$ cat src/rtl/temp_monitor_if.sv
`default_nettype none
// ============================================================================
// Module   : temp_monitor_if
// Purpose  : 8-bit Wishbone slave bundle for the temperature monitor.
// Revision : 1.0 - initial release
// ============================================================================
interface temp_monitor_if;
  logic        cyc;
  logic        stb;
  logic        we;
  logic [31:0] addr;
  logic [7:0]  wdata;
  logic        ack;
  logic        stall;
  logic [7:0]  rdata;

  modport master (output cyc, stb, we, addr, wdata, input ack, stall, rdata);
  modport slave  (input cyc, stb, we, addr, wdata, output ack, stall, rdata);
endinterface
`default_nettype wire

$ cat src/rtl/temp_monitor.sv
`default_nettype none
// ============================================================================
// Module   : temp_monitor
// Purpose  : Block-averages sensor samples, tracks min/max, raises a
//            hysteresis over-temperature alarm; Wishbone register access.
// Revision : 1.0 - initial release
// ============================================================================
module temp_monitor #(
  parameter int                N_RES      = 7,
  parameter int                AVG_LOG2   = 2,
  parameter logic [31:0]       BASE_ADDR  = 32'h3000_0040,
  parameter logic [N_RES-1:0]  THR_HI_RST = 7'd40,
  parameter logic [N_RES-1:0]  THR_LO_RST = 7'd35
) (
  input  logic             clk,
  input  logic             reset,
  input  logic             i_res_valid,
  input  logic [N_RES-1:0] i_res,
  output logic             o_alarm,
  output logic             o_avg_valid,
  temp_monitor_if.slave    wb
);

  localparam int                  c_ACC_W    = N_RES + AVG_LOG2;
  localparam logic [28:0]         c_BASE_TAG = BASE_ADDR[31:3];
  localparam logic [AVG_LOG2-1:0] c_CNT_LAST = '1;
  localparam logic [N_RES-1:0]    c_MIN_RST  = '1;

  logic [c_ACC_W-1:0]  r_acc;
  logic [AVG_LOG2-1:0] r_cnt;
  logic [N_RES-1:0]    r_avg;
  logic [N_RES-1:0]    r_min;
  logic [N_RES-1:0]    r_max;
  logic [N_RES-1:0]    r_thr_hi;
  logic [N_RES-1:0]    r_thr_lo;
  logic                r_avg_upd;
  logic                r_avg_valid;
  logic                r_alarm;
  logic                r_ack;
  logic [7:0]          r_rdata;

  logic                w_sel;
  logic                w_wr;
  logic                w_rd;
  logic [2:0]          w_off;
  logic                w_clr_mm;
  logic                w_clr_al;
  logic                w_block_done;
  logic [c_ACC_W-1:0]  w_acc_sum;
  logic [N_RES-1:0]    w_min_base;
  logic [N_RES-1:0]    w_max_base;
  logic [7:0]          w_rdata;
  logic                w_unused_wdata;

  assign w_sel        = wb.cyc & wb.stb & (wb.addr[31:3] == c_BASE_TAG);
  assign w_wr         = w_sel & wb.we;
  assign w_rd         = w_sel & ~wb.we;
  assign w_off        = wb.addr[2:0];
  assign w_clr_mm     = w_wr & (w_off == 3'd6) & wb.wdata[0];
  assign w_clr_al     = w_wr & (w_off == 3'd6) & wb.wdata[1];
  assign w_block_done = i_res_valid & (r_cnt == c_CNT_LAST);
  assign w_acc_sum    = r_acc + c_ACC_W'(i_res);
  // A same-cycle clear is applied first so the new sample seeds min/max.
  assign w_min_base   = w_clr_mm ? c_MIN_RST : r_min;
  assign w_max_base   = w_clr_mm ? '0 : r_max;
  assign w_unused_wdata = &{1'b0, wb.wdata[7:N_RES]};

  always_comb begin
    w_rdata = '0;
    case (w_off)
      3'd0:    w_rdata = 8'(r_avg);
      3'd1:    w_rdata = 8'(r_min);
      3'd2:    w_rdata = 8'(r_max);
      3'd3:    w_rdata = {5'b0, (r_cnt != '0), r_avg_valid, r_alarm};
      3'd4:    w_rdata = 8'(r_thr_hi);
      3'd5:    w_rdata = 8'(r_thr_lo);
      default: w_rdata = '0;
    endcase
  end

  always_ff @(posedge clk or posedge reset) begin
    if (reset) begin
      r_acc     <= '0;
      r_cnt     <= '0;
      r_avg     <= '0;
      r_avg_upd <= 1'b0;
    end else begin
      r_avg_upd <= 1'b0;
      if (w_block_done) begin
        r_avg     <= w_acc_sum[c_ACC_W-1:AVG_LOG2];
        r_acc     <= '0;
        r_cnt     <= '0;
        r_avg_upd <= 1'b1;
      end else if (i_res_valid) begin
        r_acc <= w_acc_sum;
        r_cnt <= r_cnt + 1'b1;
      end
    end
  end

  always_ff @(posedge clk or posedge reset) begin
    if (reset) begin
      r_min <= c_MIN_RST;
      r_max <= '0;
    end else begin
      r_min <= (i_res_valid && (i_res < w_min_base)) ? i_res : w_min_base;
      r_max <= (i_res_valid && (i_res > w_max_base)) ? i_res : w_max_base;
    end
  end

  // Evaluation reads the pre-edge thresholds and overrides a CTRL clear.
  always_ff @(posedge clk or posedge reset) begin
    if (reset) begin
      r_alarm     <= 1'b0;
      r_avg_valid <= 1'b0;
    end else begin
      if (r_avg_upd) begin
        if (r_avg > r_thr_hi)      r_alarm <= 1'b1;
        else if (r_avg < r_thr_lo) r_alarm <= 1'b0;
      end else if (w_clr_al) begin
        r_alarm <= 1'b0;
      end
      if (w_block_done)  r_avg_valid <= 1'b1;
      else if (w_clr_al) r_avg_valid <= 1'b0;
    end
  end

  always_ff @(posedge clk or posedge reset) begin
    if (reset) begin
      r_thr_hi <= THR_HI_RST;
      r_thr_lo <= THR_LO_RST;
      r_ack    <= 1'b0;
      r_rdata  <= '0;
    end else begin
      r_ack <= w_sel;
      if (w_rd) r_rdata <= w_rdata;
      if (w_wr && (w_off == 3'd4)) r_thr_hi <= wb.wdata[N_RES-1:0];
      if (w_wr && (w_off == 3'd5)) r_thr_lo <= wb.wdata[N_RES-1:0];
    end
  end

  assign o_alarm     = r_alarm;
  assign o_avg_valid = r_avg_valid;
  assign wb.ack      = r_ack;
  assign wb.rdata    = r_rdata;
  assign wb.stall    = 1'b0;

endmodule
`default_nettype wire
$ cat src/flat_wrapper.sv
// flat-port wrapper written by rule: the top's interface ports become plain ports
module temp_monitor_flat 
#(
  parameter int                N_RES      = 7,
  parameter int                AVG_LOG2   = 2,
  parameter logic [31:0]       BASE_ADDR  = 32'h3000_0040,
  parameter logic [N_RES-1:0]  THR_HI_RST = 7'd40,
  parameter logic [N_RES-1:0]  THR_LO_RST = 7'd35
)
  (clk, reset, i_res_valid, i_res, o_alarm, o_avg_valid, wb_cyc, wb_stb, wb_we, wb_addr, wb_wdata, wb_ack, wb_stall, wb_rdata);
  temp_monitor_if wb_i ();
  input  logic clk;
  input  logic reset;
  input  logic i_res_valid;
  input  logic [N_RES-1:0] i_res;
  output logic o_alarm;
  output logic o_avg_valid;
  input wire logic [$bits(wb_i.cyc)-1:0] wb_cyc;
  input wire logic [$bits(wb_i.stb)-1:0] wb_stb;
  input wire logic [$bits(wb_i.we)-1:0] wb_we;
  input wire logic [$bits(wb_i.addr)-1:0] wb_addr;
  input wire logic [$bits(wb_i.wdata)-1:0] wb_wdata;
  output wire logic [$bits(wb_i.ack)-1:0] wb_ack;
  output wire logic [$bits(wb_i.stall)-1:0] wb_stall;
  output wire logic [$bits(wb_i.rdata)-1:0] wb_rdata;
  assign wb_i.cyc = wb_cyc;
  assign wb_i.stb = wb_stb;
  assign wb_i.we = wb_we;
  assign wb_i.addr = wb_addr;
  assign wb_i.wdata = wb_wdata;
  assign wb_ack = wb_i.ack;
  assign wb_stall = wb_i.stall;
  assign wb_rdata = wb_i.rdata;
  temp_monitor #(.N_RES(N_RES), .AVG_LOG2(AVG_LOG2), .BASE_ADDR(BASE_ADDR), .THR_HI_RST(THR_HI_RST), .THR_LO_RST(THR_LO_RST)) u_core (.clk(clk), .reset(reset), .i_res_valid(i_res_valid), .i_res(i_res), .o_alarm(o_alarm), .o_avg_valid(o_avg_valid), .wb(wb_i));
endmodule
$ cat config.mk
export PLATFORM = sky130hd
export DESIGN_NAME = temp_monitor_flat
export DESIGN_NICKNAME = d
export VERILOG_FILES = /design/src/rtl/temp_monitor_if.sv /design/src/rtl/temp_monitor.sv /design/src/flat_wrapper.sv
export SDC_FILE = /design/constraint.sdc
export NUM_CORES = 1
export LEC_CHECK = 0
export CAP_MARGIN = 20
export CORE_ASPECT_RATIO = 0.6
export CORE_MARGIN = 8
export CORE_UTILIZATION = 52
export CTS_CLUSTER_SIZE = 25
export DETAILED_ROUTE_END_ITERATION = 12
export PLACE_DENSITY = 0.76
export RECOVER_POWER = 100
export SLEW_MARGIN = 20
export SYNTH_ARGS = -nofsm -noshare
export SYNTH_HDL_FRONTEND = slang
export SYNTH_SLANG_ARGS = --single-unit
$ cat constraint.sdc
create_clock -name clk -period 4.2 [get_ports clk]
set_clock_uncertainty 0.05 [all_clocks]
set_input_delay 0.84 -clock clk [delete_from_list [all_inputs] [get_ports clk]]
set_output_delay 0.84 -clock clk [all_outputs]
set_load 0.02 [all_outputs]
==> flow_metrics.env, run 1 <==
export IMPL_status="complete, but fails checks"
export IMPL_failed_checks="max-capacitance violations, max-slew violations"
export IMPL_syn_avg_cell_area_sq_um=10.26
export IMPL_final_hold_viol_count=0
export IMPL_cts_root_buf="clkbuf_16"
export IMPL_worst_slack_ns=0.2283
export IMPL_crit_fanout=6
export IMPL_grt_overflow=0
export IMPL_worst_ep_arrival_time_ns=4.18
export IMPL_vias=3080
export IMPL_grt_util_all_layers_pct=20.76
export IMPL_place_detailed_hpwl_microns=7674
export IMPL_row_count=23
export IMPL_cts_buffer_depth=2
export IMPL_crit_cells=13
export IMPL_drv_cap=2
export IMPL_synth_warnings=0
export IMPL_synth_adder_area_share_pct=12.40
export IMPL_drt_iter0_markers=333
export IMPL_final_area_sq_mm=0.004768
export IMPL_first_pass_iters=6
export IMPL_fp_dieW_microns=124.8
export IMPL_fin_nets=522
export IMPL_wl_per_cell_microns=19.48
export IMPL_cts_buffers=9
export IMPL_period_needed_ns=3.972
export IMPL_grt_pass1_vias=3142
export IMPL_synthMuxAreaShare_pct=11.08
export IMPL_vias_per_cell=5.867
export IMPL_total_power_mw=2.770
export IMPL_min_path_type="reg2reg"
export IMPL_leakagePower_nw=2.118
export IMPL_regArea_sq_mm=0.001441
export IMPL_crit_chain="clkdlybuf4s50_1 -> nor4_1 -> nand4_1 -> nor3_2 -> buf_4 -> nor2_1 -> ha_1 -> and4_1 -> a2111oi_1 -> buf_4 -> o21ai_1 -> o21bai_2 -> o22a_1"
export IMPL_synth_xor_area_share_pct=1.186
export IMPL_yosysSeqAreaShare_pct=39.02
export IMPL_ys_flop_type="dfrtp_1"
export IMPL_syn_to_final_growth_pct=29.10
export IMPL_cp_start_kind="primary input"
export IMPL_drive_gt1_share_pct=14.38
export IMPL_core_area_sq_mm=0.006763
export IMPL_worst_path_max_delay_cell="a2111oi_1"
export IMPL_power_density_mw_per_mm2=580.9
export IMPL_ys_top_cells_by_area="dfrtp_1 (30%), ha_1 (12%), dfstp_2 (8.5%), mux2_2 (4.9%), mux2i_1 (4.1%)"
export IMPL_clock_latency_ns=0.33
export IMPL_grt_max_degree=44
export IMPL_worst_pin_slew_ns=1.676
export IMPL_ios=65
export IMPL_rsz0062_at_grt="no"
export IMPL_antennaDiodeCount=0
export IMPL_dp_cells=509
export IMPL_drt_wl_total_microns=10230
export IMPL_pre_cts_slack_ns=-0.1047
export IMPL_synth_area_sq_mm=0.003694
export IMPL_holdPathStages=2
export IMPL_htree_levels=3
export IMPL_synthSimpleGateAreaFrac_pct=13.14
export IMPL_r2r_cells=8
export IMPL_crit_type="in2reg"
export IMPL_finalCritPeriodShare_pct=94.56
export IMPL_fin_cells=525
export IMPL_place_congestion=0.8687
export IMPL_ant_nets=0
export IMPL_dpl_instance_area_sq_mm=0.004453
export IMPL_synth_seq_cells=57
export IMPL_synth_edf_count=0
export IMPL_clkSinkCount=57
export IMPL_synthCells=360
export IMPL_clk_pin_slew_worst_paths_ns=0.05
export IMPL_crit_top_cell="buf_4"
export IMPL_cp_buffers_inverters=3
export IMPL_ir_worst_vdd_v=0.0004279
export IMPL_tritoncts="yes"
export IMPL_multiInputGateArea_sq_mm=0.002064
export IMPL_finalSetupViolCount=0
export IMPL_grt_pass1_wl_microns=16530
export IMPL_hold_slack_ns=0.4372
export IMPL_slew_headroom_pct=-11.85
export IMPL_critPathTopFamily="simple AND/OR/NAND/NOR gates"
export IMPL_async_reset_ff_share_pct=100.0
export IMPL_critPathRequiredTime_ns=4.41
export IMPL_n_fill_cell=513
export IMPL_max_freq_ghz=0.2518
export IMPL_ys_types=65
export IMPL_synth_top_family_by_area="compound AO/OA/AOI/OAI gates"
export IMPL_synth_top_area_share_pct=30.49
export IMPL_slew_viol_final=52
export IMPL_dieHeight_microns=81.28
export IMPL_drc=0
export IMPL_yosysTopAreaCell="dfrtp_1"
export IMPL_die_area_sq_mm=0.01014
export IMPL_antenna_found_initial=0
export IMPL_synth_compound_area_share_pct=18.26
export IMPL_io_buffers=61
export IMPL_end_kind="flip-flop"
export IMPL_slowest_delay_ns=0.51
export IMPL_initial_utilization_pct=54.62
[worst min-delay path, cell delays in order (launching register included)]
cell     delay [ns]
dfrtp_1        0.34
nand2_1        0.05
o31ai_1        0.05
[metrics by stage]
| stage | setup TNS [ns] | util [%] |
|---|---|---|
| 2_1_floorplan | 0 | - |
| 3_3_place_gp | -0.05354 | 65.85 |
| 3_5_place_dp | -0.2908 | 65.85 |
| 4_1_cts | 0 | 70.93 |
| 5_1_grt | 0 | 70.51 |
| 6_report | 0 | 70.51 |
[path summary, 6_finish.rpt]
| path | slack [ns] | endpoint | start |
|---|---|---|---|
| setup / recovery | 0.23 | u_core.r_min[6] | wb_addr[11] |
| hold / removal | 0.44 | u_core.r_acc[6] | u_core.r_acc[6] |
| setup reg to reg | 1.60 | u_core.r_min[6] | u_core.r_min[5] |
| hold reg to reg | 0.44 | u_core.r_acc[6] | u_core.r_acc[6] |
| max in group asynchronous | 1.26 | u_core.wb.rdata[2] | reset |
| min in group asynchronous | 1.43 | u_core.r_thr_lo[6] | reset |
[cell usage after synthesis, types with 7 or more instances]
cell,count
a31oi_1,7
dfrtp_1,45
o21ai_0,23
nor2b_1,7
ha_1,35
mux2i_1,15
nor2_1,20
nand2_1,17
inv_1,31
a21o_1,7
mux2_2,16
a21oi_1,15
dfstp_2,12
[registers in the layout, summed over array words and instances, names as in the netlist, 2 cells and up]
name / count
u_core.r_thr_hi: 7
u_core.r_cnt: 2
u_core.r_avg: 7
u_core.r_max: 7
u_core.r_acc: 9
u_core.r_thr_lo: 7
u_core.wb.rdata: 7
u_core.r_min: 7
[cell families after synthesis]
group,count (synthesis)
xor gates and xnor gates,5
adders and majority gates,36
DFF,57
and+or+nand+nor,84
buffers and inverters,44
AOI/OAI and AO/OA,98
muxes,35
other,1
[what timing repair did]
action                                  in CTS  in global routing
resized for setup                            0                  2
hold buffers                                 0                  0
endpoints found under the setup margin       0                  7
buffers inserted                             0                  0
[placed cells by master, fill, tap and decap left out, types with 3 or more instances in the layout]
master	Yosys	routed
o22a_1	6	6
ha_1	35	35
bufinv_16	0	3
clkdlybuf4s50_1	0	47
nand2_1	17	17
a21o_1	7	7
a21oi_1	15	15
mux2i_1	15	15
dfstp_2	12	12
o21bai_1	3	3
o221ai_1	3	3
dfrtp_1	45	45
buf_4	2	9
inv_1	31	31
nand4_1	4	4
o21ai_0	23	23
mux4_2	3	3
mux2_2	16	15
o31ai_1	3	3
o2bb2ai_1	5	5
o21a_1	6	6
clkbuf_1	6	4
nor2_1	20	20
xor2_1	3	3
clkbuf_16	0	9
a211oi_1	5	5
dlygate4sd3_1	0	14
a31oi_1	7	7
and3_1	3	3
nor4_1	4	5
nor2b_1	7	7
nor3_1	6	7
nand2b_1	4	4
[power by group]
group	total, mW	switching (mW)	internal (mW)	leakage [nW]
Combinational	1.02	0.536	0.482	1.26
Sequential	0.903	0.171	0.732	0.700
Clock	0.848	0.270	0.578	0.162
[cell type report]
type	count	share of cell area (%)
Clock buffer	9	4.723
Clock inverter	7	2.493
Inverter	31	2.440
Multi-Input combinational cell	260	43.30
Sequential cell	57	30.23
Tap cell	87	2.283
Timing Repair Buffer	74	14.54
[routing by layer]
metal	wire length, microns	vias up	track usage (%)
li1	-	1486	-
met1	4909	1507	27.04
met2	4594	74	32.59
met3	591	13	6.303
met4	132	0	7.168
met5	0	-	0
Note: power is estimated with default switching activity, not from simulation.
==> run 2: changes to the inputs <==
RECOVER_POWER = default   (was 100)
==> flow_metrics.env, run 2 (synthesis results as in run 1) <==
export IMPL_pre_cts_slack_ns=-0.1047
export IMPL_hold_slack_ns=0.4371
export IMPL_drc=0
export IMPL_worst_path_max_delay_cell="a2111oi_1"
export IMPL_crit_chain="clkdlybuf4s50_1 -> nor4_1 -> nand4_1 -> nor3_2 -> buf_4 -> nor2_1 -> ha_1 -> and4_1 -> a2111oi_1 -> buf_4 -> o21ai_1 -> o21bai_2 -> o22a_1"
export IMPL_grt_pass1_wl_microns=16530
export IMPL_critPathRequiredTime_ns=4.41
export IMPL_place_detailed_hpwl_microns=7674
export IMPL_io_buffers=61
export IMPL_cp_buffers_inverters=3
export IMPL_min_path_type="reg2reg"
export IMPL_drive_gt1_share_pct=16.21
export IMPL_drt_wl_total_microns=10250
export IMPL_die_area_sq_mm=0.01014
export IMPL_grt_pass1_vias=3142
export IMPL_finalCritPeriodShare_pct=94.01
export IMPL_clk_pin_slew_worst_paths_ns=0.05
export IMPL_status="finished, final reports clean"
export IMPL_ios=65
export IMPL_rrSetupSlack_ns=1.62
export IMPL_hold_end="u_core.r_acc[6]"
export IMPL_routed_wl_met3_microns=700
export IMPL_slew_headroom_pct=38.58
export IMPL_hold_buffers=0
export IMPL_first_pass_iters=5
export IMPL_tritoncts="yes"
export IMPL_worst_slack_ns=0.2515
export IMPL_core_area_sq_mm=0.006763
export IMPL_vias_per_cell=5.884
export IMPL_intPower_mw=1.796
export IMPL_row_count=23
export IMPL_crit_start="wb_addr[11]"
export IMPL_cts_buffers=9
export IMPL_crit_type="in2reg"
export IMPL_fp_dieW_microns=124.8
export IMPL_leakagePower_nw=2.117
export IMPL_crit_fanout=6
export IMPL_r2r_end="u_core.r_min[6]"
export IMPL_worst_ep_arrival_time_ns=4.16
export IMPL_ir_worst_vdd_v=0.0004306
export IMPL_final_hold_viol_count=0
export IMPL_ant_nets=0
export IMPL_slowest_delay_ns=0.51
export IMPL_crit_top_cell="buf_4"
export IMPL_grt_overflow=0
export IMPL_highest_layer="met4"
export IMPL_routed_wl_met2_microns=4592
export IMPL_power_switching_mw=0.9840
export IMPL_antennaDiodeCount=0
export IMPL_grt_max_degree=44
export IMPL_pwr_share_clk_pct=30.6
export IMPL_regMostFlops="u_core.r_acc"
export IMPL_antenna_found_initial=0
export IMPL_holdPathStages=2
export IMPL_initial_utilization_pct=54.62
export IMPL_vias=3089
export IMPL_place_congestion=0.8687
export IMPL_r2r_cells=8
export IMPL_critPathTopFamily="compound AO/OA/AOI/OAI gates"
export IMPL_share_seq_of_total_power_pct=32.6
export IMPL_finalSetupViolCount=0
export IMPL_drt_iter0_markers=298
export IMPL_slew_viol_final=0
export IMPL_cp_start_kind="primary input"
export IMPL_wl_met1_microns=4852
export IMPL_cts_buffer_depth=2
export IMPL_min_from="u_core.r_acc[6]"
export IMPL_power_density_mw_per_mm2=578.0
export IMPL_wl_per_cell_microns=19.53
export IMPL_r2r_start="u_core.r_min[6]"
export IMPL_syn_to_final_growth_pct=30.22
export IMPL_most_common_layout_cells="clkdlybuf4s50_1 (61), dfrtp_1 (45), ha_1 (35)"
export IMPL_dieHeight_microns=81.28
export IMPL_drv_cap=0
export IMPL_clkSinkCount=57
export IMPL_final_common_cell="clkdlybuf4s50_1"
export IMPL_max_freq_ghz=0.2533
export IMPL_grt_util_all_layers_pct=20.76
export IMPL_power_share_combinational_pct=36.8
export IMPL_p_sw_share_pct=35.40
export IMPL_worst_pin_slew_ns=0.9200
export IMPL_rsz0062_at_grt="no"
export IMPL_period_needed_ns=3.948
export IMPL_htree_levels=3
export IMPL_end_kind="flip-flop"
export IMPL_largest_reg_flops=9
export IMPL_fin_nets=522
export IMPL_cts_root_buf="clkbuf_16"
export IMPL_clock_latency_ns=0.34
-- run 2: final cells by class --
class                   instances  area, sq um
multi-input cells             260         2091
fillers                       502         1953
flip-flops and latches         57         1441
repair buffers                 74        708.2
clock buffers                   9        225.2
clock inverters                 7        118.9
inverters                      31        116.4
well taps                      87        108.9
-- run 2: power groups by stage --
stage               combinational (mW)  sequential [mW]  clock [mW]
detailed placement               0.987            0.901           0
CTS                               1.00            0.894       0.861
global route                      1.15            0.917       0.880
floorplan                        0.727            0.828           0
global placement                 0.941            0.892           0
finish                            1.02            0.905       0.852
-- run 2: per-stage QoR --
| step | setup TNS (ns) | instance area [sq um] | power, mW | utilization, % | instances |
|---|---|---|---|---|---|
| global route | 0 | 4810 | 2.948 | 71.12 | 525 |
| global placement | -0.05354 | 4453 | 1.833 | 65.85 | 509 |
| finish | 0 | 4810 | 2.780 | 71.12 | 525 |
| detailed placement | -0.2908 | 4453 | 1.888 | 65.85 | 509 |
| floorplan | 0 | 3697 | 1.555 | - | 361 |
| CTS | 0 | 4797 | 2.758 | 70.93 | 525 |
-- run 2: worst max path at each step --
| stage | endpoint | slack [ns] | cells past startpoint |
|---|---|---|---|
| finish | u_core.r_min[6] | 0.25 | 13 |
| global route | u_core.r_min[6] | 0.04 | 14 |
| CTS | u_core.r_max[0] | 0.20 | 11 |
| detailed placement | u_core.r_max[0] | -0.10 | 11 |
| global placement | u_core.r_max[0] | -0.04 | 11 |
| floorplan | u_core.r_max[0] | 0.61 | 11 |
-- run 2: per-layer routing --
layer,global-route usage (%),vias up
met4,7.168,0
met5,0,-
li1,-,1484
met2,32.59,78
met3,6.303,11
met1,27.04,1516
-- run 2: tightest hold or removal path, stage by stage, from the launching register on --
cell,delay [ns]
dfrtp_1,0.34
nand2_1,0.05
o31ai_1,0.05
-- run 2: repair_timing --
item                                    in CTS  in global routing
resized for setup                            0                  2
buffers inserted                             0                  0
endpoints found under the setup margin       0                  7
